==> config.mk <==
export PLATFORM = sky130hd
export DESIGN_NAME = conv_pool_read_addr_gen
export DESIGN_NICKNAME = d
export VERILOG_FILES = /design/src/rtl/conv_pool_read_addr_gen_pkg.sv /design/src/rtl/conv_pool_read_addr_gen_wrap_counter.sv /design/src/rtl/conv_pool_read_addr_gen.sv
export SDC_FILE = /design/constraint.sdc
export NUM_CORES = 1
export LEC_CHECK = 0
export ABC_AREA = 1
export CORE_MARGIN = 2
export CORE_UTILIZATION = 60
export CTS_CLUSTER_DIAMETER = 150
export DETAILED_ROUTE_END_ITERATION = 10
export PLACE_DENSITY = 0.82
export SYNTH_ARGS = -nofsm -noshare
export SYNTH_HDL_FRONTEND = slang
export SYNTH_SLANG_ARGS = --single-unit
==> constraint.sdc <==
create_clock -name iCLK -period 18.85 [get_ports iCLK]
set_input_delay 3.77 -clock iCLK [delete_from_list [all_inputs] [get_ports iCLK]]
set_output_delay 3.77 -clock iCLK [all_outputs]
set_load 0.05 [all_outputs]
==> src/rtl/conv_pool_read_addr_gen_pkg.sv <==
// Shared sizing helpers and FSM encoding for the conv/pool read-address generator.
package conv_pkg;

  typedef enum logic [1:0] {
    IDLE,
    RUN,
    DONE
  } fsmState_t;

  // Bits needed to hold v distinct values; never less than one.
  function automatic int unsigned clog2(input int unsigned v);
    int unsigned r;
    r = 0;
    for (int unsigned i = 0; i < 32; i++) begin
      if ((64'd1 << i) < 64'(v)) r = i + 1;
    end
    return (r == 0) ? 1 : r;
  endfunction

  function automatic int unsigned calcOw(input int unsigned imgW, input int unsigned ksz,
                                         input int unsigned pool);
    return (pool == 0 || ksz > imgW) ? 0 : (imgW - ksz + 1) / pool;
  endfunction

  function automatic int unsigned calcOh(input int unsigned imgH, input int unsigned ksz,
                                         input int unsigned pool);
    return (pool == 0 || ksz > imgH) ? 0 : (imgH - ksz + 1) / pool;
  endfunction

  function automatic int unsigned calcPlane(input int unsigned imgW, input int unsigned imgH);
    return imgW * imgH;
  endfunction

endpackage

==> src/rtl/conv_pool_read_addr_gen_wrap_counter.sv <==
// One mixed-radix digit: counts 0..MAXV, wraps to zero and reports carry-out.
module conv_wrap_counter #(
  parameter int unsigned WL   = 4,
  parameter int unsigned MAXV = 9
) (
  input  logic          iCLK,
  input  logic          iRST,
  input  logic          iCLR,
  input  logic          iEN,
  output logic [WL-1:0] oCNT,
  output logic          oLAST,
  output logic          oWRAP
);

  assign oLAST = (oCNT == WL'(MAXV));
  assign oWRAP = iEN && oLAST;

  always_ff @(posedge iCLK) begin
    if (iRST || iCLR) begin
      oCNT <= '0;
    end else if (iEN) begin
      oCNT <= oLAST ? '0 : oCNT + 1'b1;
    end
  end

endmodule

==> src/rtl/conv_pool_read_addr_gen.sv <==
// Read-address generator for a CONV KSZxKSZ + POOL stage: walks taps, channels,
// pool sub-positions, filter repeats, pooled column and pooled row.
module conv_pool_read_addr_gen
  import conv_pkg::*;
#(
  parameter int unsigned IMG_W = 14,
  parameter int unsigned IMG_H = 18,
  parameter int unsigned KSZ   = 3,
  parameter int unsigned POOL  = 2,
  parameter int unsigned NCH   = 1,
  parameter int unsigned NREP  = 112,
  parameter int unsigned AW    = 9
) (
  input  logic          iCLK,
  input  logic          iRST,
  input  logic          iSTART,
  input  logic [AW-1:0] iBASE,
  input  logic          iREADY,
  output logic          oVALID,
  output logic [AW-1:0] oADDR,
  output logic          oACC_LAST,
  output logic          oPOOL_LAST,
  output logic          oBUSY,
  output logic          oDONE
);

  localparam int unsigned OW    = calcOw(IMG_W, KSZ, POOL);
  localparam int unsigned OH    = calcOh(IMG_H, KSZ, POOL);
  localparam int unsigned PLANE = calcPlane(IMG_W, IMG_H);
  localparam int unsigned NDIG  = 8;

  // Digit order, innermost first: kx, ky, c, dx, dy, r, ox, oy.
  localparam int unsigned DIG_MAX  [NDIG] = '{KSZ - 1, KSZ - 1, NCH - 1, POOL - 1,
                                              POOL - 1, NREP - 1, OW - 1, OH - 1};
  localparam int unsigned DIG_STEP [NDIG] = '{1, IMG_W, PLANE, 1, IMG_W, 0, POOL, POOL * IMG_W};

  if (KSZ > IMG_W || KSZ > IMG_H) begin : gChkKsz
    $error("conv_pool_read_addr_gen: kernel larger than input map");
  end
  if (OW < 1 || OH < 1) begin : gChkOut
    $error("conv_pool_read_addr_gen: pooled output map is empty");
  end
  if (NCH < 1 || NREP < 1 || POOL < 1) begin : gChkCnt
    $error("conv_pool_read_addr_gen: NCH, NREP and POOL must be at least 1");
  end

  fsmState_t     state;
  logic [AW-1:0] base;
  logic [AW-1:0] off     [NDIG];
  logic [AW-1:0] offNext [NDIG];
  logic [AW-1:0] addrNext;
  logic [NDIG:0] en;
  logic [NDIG-1:0] last;
  logic          fire;
  logic          startOk;

  assign fire    = oVALID && iREADY;
  assign startOk = (state == IDLE) && iSTART;
  assign en[0]   = fire;

  // Each digit carries a running address offset (count*step) so the address is a
  // plain sum of registers; a wrapping digit zeroes its offset instead of multiplying.
  for (genvar g = 0; g < NDIG; g++) begin : gDig
    localparam int unsigned WL = clog2(DIG_MAX[g] + 1);
    logic [WL-1:0] cnt;

    conv_wrap_counter #(
      .WL  (WL),
      .MAXV(DIG_MAX[g])
    ) uCnt (
      .iCLK (iCLK),
      .iRST (iRST),
      .iCLR (startOk),
      .iEN  (en[g]),
      .oCNT (cnt),
      .oLAST(last[g]),
      .oWRAP(en[g+1])
    );

    assign offNext[g] = !en[g] ? off[g] : (last[g] ? '0 : off[g] + AW'(DIG_STEP[g]));

    always_ff @(posedge iCLK) begin
      if (!iRST) assert (32'(cnt) <= DIG_MAX[g]);
    end
  end

  always_comb begin
    addrNext = base;
    for (int unsigned i = 0; i < NDIG; i++) addrNext = addrNext + offNext[i];
  end

  assign oACC_LAST  = oVALID && last[0] && last[1] && last[2];
  assign oPOOL_LAST = oACC_LAST && last[3] && last[4];

  always_ff @(posedge iCLK) begin
    if (iRST) begin
      state  <= IDLE;
      base   <= '0;
      oADDR  <= '0;
      oVALID <= 1'b0;
      oBUSY  <= 1'b0;
      oDONE  <= 1'b0;
      for (int unsigned i = 0; i < NDIG; i++) off[i] <= '0;
    end else begin
      unique case (state)
        IDLE: begin
          oDONE <= 1'b0;
          if (iSTART) begin
            base   <= iBASE;
            oADDR  <= iBASE;
            oVALID <= 1'b1;
            oBUSY  <= 1'b1;
            state  <= RUN;
            for (int unsigned i = 0; i < NDIG; i++) off[i] <= '0;
          end
        end
        RUN: begin
          if (fire) begin
            for (int unsigned i = 0; i < NDIG; i++) off[i] <= offNext[i];
            oADDR <= addrNext;
            if (en[NDIG]) begin
              oVALID <= 1'b0;
              oBUSY  <= 1'b0;
              oDONE  <= 1'b1;
              state  <= DONE;
            end
          end
        end
        DONE: begin
          oDONE <= 1'b0;
          state <= IDLE;
        end
        default: state <= IDLE;
      endcase
    end
  end

  always_ff @(posedge iCLK) begin
    if (!iRST && startOk)
      assert (64'(iBASE) + 64'(NCH) * 64'(PLANE) <= (64'd1 << AW))
      else $warning("conv_pool_read_addr_gen: base + channel span exceeds address space, addresses wrap");
  end

endmodule

==> summary.md <==
• total of fill cells in the finished design: 938
• clock insertion delay at the later pin of the skew report: 0.42 ns
• final-stage net count: 1034
• highest net fanout along the worst path: 12
• Total Routing Usage GR: 0.2940
• fraction of registers with async set or reset after synthesis: 0
• number of stages on the worst hold path: 2
• post-detail-place hpwl: 13000 µm
• slack of the worst reg-to-reg path: 12.30 ns
• Power Density: 106.4 nW/µm²
• Final period util: 0.5266
• instance count after placement with tap cells included: 1100
• worst hold-check path type: reg -> reg
• 1st-pass router iterations: 5
• setup repair after global routing missed its margin: false
• skew final: 0.006482 ns
• number of standard-cell rows in the floorplan: 40
• via total after detailed routing: 6220
• TritonCTS clock tree: built
• final routed DRC violation total: 0
• Worst slew margin: 0.1452
• Hold Violations, Final: 0
• overall power: 0.9136 mW
• max-cap violation count: 0
• H-tree levels: 4
• most instantiated flip-flop cell in the synthesis netlist: edfxtp_1
• area overhead of the layout relative to synthesis: 13.58%
• Clk Tree Root Cell: clkbuf_16
• routed wl met3: 1124 µm
• GR Overflow Total: 0
• CTS Buffer Depth: 2
• Top Ports: 27
• share of final-layout standard cells stronger than drive strength 1: 0.05394
• Least-Margin Pin Slew: 1.278 ns
• Core Util, Final: 0.7058
• wire length on met2: 8709 µm
• detailed-route wire length per cell: 15.93 µm
• core area: 12160 µm²
• chip width: 116.2 µm
• cell count after synthesis: 928
• status: completed
• hold wc startpoint: gDig[7].uCnt.oCNT[2]
• Req. time, crit path: 19.20 ns
• most frequent cell on the critical path: nand2_1
• final count of pins violating max slew: 0
• Initial Utilization: 0.6214
• endpoint with the worst hold slack: gDig[7].uCnt.oCNT[2]
• synthesized area: 7557 µm²
• Worst path max stage delay: 0.69 ns
• crit path DAT: 10.27 ns
• pin count of the biggest net entering global routing: 60
• setup_tns: 0 ns
• clock edge transition at the registers on the reported setup and hold paths: 0.05 ns
• final wirelength: 18030 µm
• overall die height: 116.2 µm
• smallest hold slack: 0.4742 ns
• crit path setup slack, layout: 8.924 ns
• reg-to-reg critical path startpoint: oBUSY
• Die ar.: 13510 µm²
• sinks on the clock net: 113
• register area share after synthesis: 0.3828
• Setup CP Type: in -> reg
• count of warnings emitted by yosys: 0
• slowest stage cell, crit path: nor2_1
• final cell count without fillers: 1132
• Detailed Route Iter0 Violations: 595
• met1 wire length: 7673 µm
• Leakage: 3.808 nW
• Placed Instance Area: 7949 µm²
• final critical path time including I/O delays and setup: 9.926 ns
• FF+latch count, synth: 113
• Finished Cell Area: 8583 µm²
• net count after synthesis: 1011
• CP startpoint kind: input port
• first-pass GRT wire length: 30020 µm
• reg2reg path depth: 29
• average footprint of a synthesized cell: 8.144 µm²
• Avg Vias per Cell: 5.495
• crit path capture type: flip-flop
• pre-CTS WS: 8.645 ns
• Port-buffer cells: 26
• count of hold-fix buffers inserted at cts: 0
• top routing layer used: met4
• upper clock frequency limit: 100.7 MHz
• final-report setup violation count: 0
• highest ir drop seen on vdd: 0.09311 mV
• antenna violations before repair: 0
• number of synthesized flops with an enable pin: 63
• number of buffers added by the clock tree synthesis step: 17
• number of cells upsized or downsized after cts: 0
• number of global-route vias before repair: 6077
• remaining antenna violation count: 0
• diodes inserted: 0
• FF-to-FF End: oADDR[8]
• Placer Congestion: 0.9454
• number of distinct standard cells referenced by the synthesized netlist: 48
• postcts setup bufs: 0
==> logic make-up (layout without fill, tap and decap cells) <==
group,after synthesis,after routing,share of synthesized area
and+or+nand+nor,399,399,0.2389
buffers and inverters,219,255,0.1098
AOI/OAI and AO/OA,119,119,0.09172
DFF,113,113,0.3828
adders and majority gates,70,70,0.1676
xor gates and xnor gates,8,8,0.009272
==> flip-flops by register name (all words and copies together), names as in the netlist <==
register / flops
base: 9
oADDR: 9
gDig.uCnt.oCNT: 19
oBUSY: 1
oDONE: 1
state: 2
off: 72
==> layout by cell type, fill, tap and decap left out, drive strengths merged, types with 2 or more instances in the layout <==
master | netlist | layout
ha | 18 | 18
fa | 52 | 52
nor3 | 41 | 41
dfxtp | 50 | 50
or2 | 2 | 2
xor2 | 2 | 2
a21o | 4 | 4
o21ai | 31 | 31
a22o | 6 | 6
and3 | 3 | 3
clkdlybuf4s50 | 0 | 26
o211a | 2 | 2
buf | 6 | 3
nor4 | 12 | 12
a211oi | 4 | 4
nand2 | 174 | 174
nand4 | 13 | 13
nor2 | 101 | 101
o22ai | 4 | 4
clkinv | 2 | 7
edfxtp | 63 | 63
a21oi | 52 | 52
nor3b | 2 | 2
nand3b | 5 | 5
clkinvlp | 0 | 2
xnor2 | 6 | 6
nand3 | 42 | 42
o211ai | 3 | 3
bufinv | 0 | 5
and2 | 4 | 4
a31oi | 8 | 8
inv | 192 | 192
clkbuf | 19 | 20
==> cells in the mapped netlist (3+ instances only) <==
cell type,number,area (µm²)
a22o_1,6,52.55
nor2_1,98,367.9
dfxtp_1,50,1001
nor4_1,12,75.07
inv_2,3,11.26
a21oi_1,51,255.2
a21o_1,4,30.03
nand4_1,13,81.33
buf_2,3,15.01
and3_1,3,18.77
o21ai_0,31,155.2
xnor2_1,6,52.55
ha_1,18,225.2
nand2_1,169,634.4
nand2_2,3,18.77
fa_1,52,1041
nor3_1,38,190.2
edfxtp_1,63,1892
nand3_1,41,205.2
a211oi_1,4,30.03
nand3b_1,4,30.03
and2_1,4,25.02
o22ai_1,4,25.02
clkbuf_1,19,71.32
a31oi_1,8,50.05
inv_1,189,709.4
o211ai_1,3,22.52
==> layout make-up <==
cell class,count,area (µm²),share of cell area
multi-input combinational,596,3835,0.4468
sequential,113,2893,0.3370
inverter,194,728.2,0.08484
clock buffer,20,446.7,0.05204
timing repair buffer,29,282.8,0.03294
tap,168,210.2,0.02449
clock inverter,12,187.7,0.02187
==> how the worst max path moves through the flow <==
stage | startpoint | to | slack (ns) | depth (start not counted)
after floorplan | iREADY | oADDR[8] | 10.11 | 28
after global placement | iREADY | oADDR[8] | 8.80 | 29
after detailed placement | iREADY | oADDR[8] | 8.64 | 31
after CTS | iREADY | oADDR[8] | 8.97 | 30
after global routing | iREADY | oADDR[8] | 8.39 | 30
final | iREADY | oADDR[8] | 8.92 | 30
==> per-layer routing <==
layer  vias up  global-route usage
met5         -                   0
met4         0              0.1111
met3        41             0.06954
met2       206              0.4729
met1      2938              0.3904
li1       3035                   -
==> power breakdown <==
part           internal (mW)  total, mW  switching, mW
Clock                  0.236      0.350          0.114
Sequential             0.274      0.283        0.00848
Combinational          0.107      0.281          0.174
==> worst max-delay path, delay by kind of cell <==
kind | cells | cell delay (ns)
and+or+nand+nor | 16 | 2.57
buffers and inverters | 6 | 0.90
adders and majority gates | 6 | 2.69
AOI/OAI and AO/OA | 2 | 0.33
No activity file was read; power rests on OpenSTA's default activity.
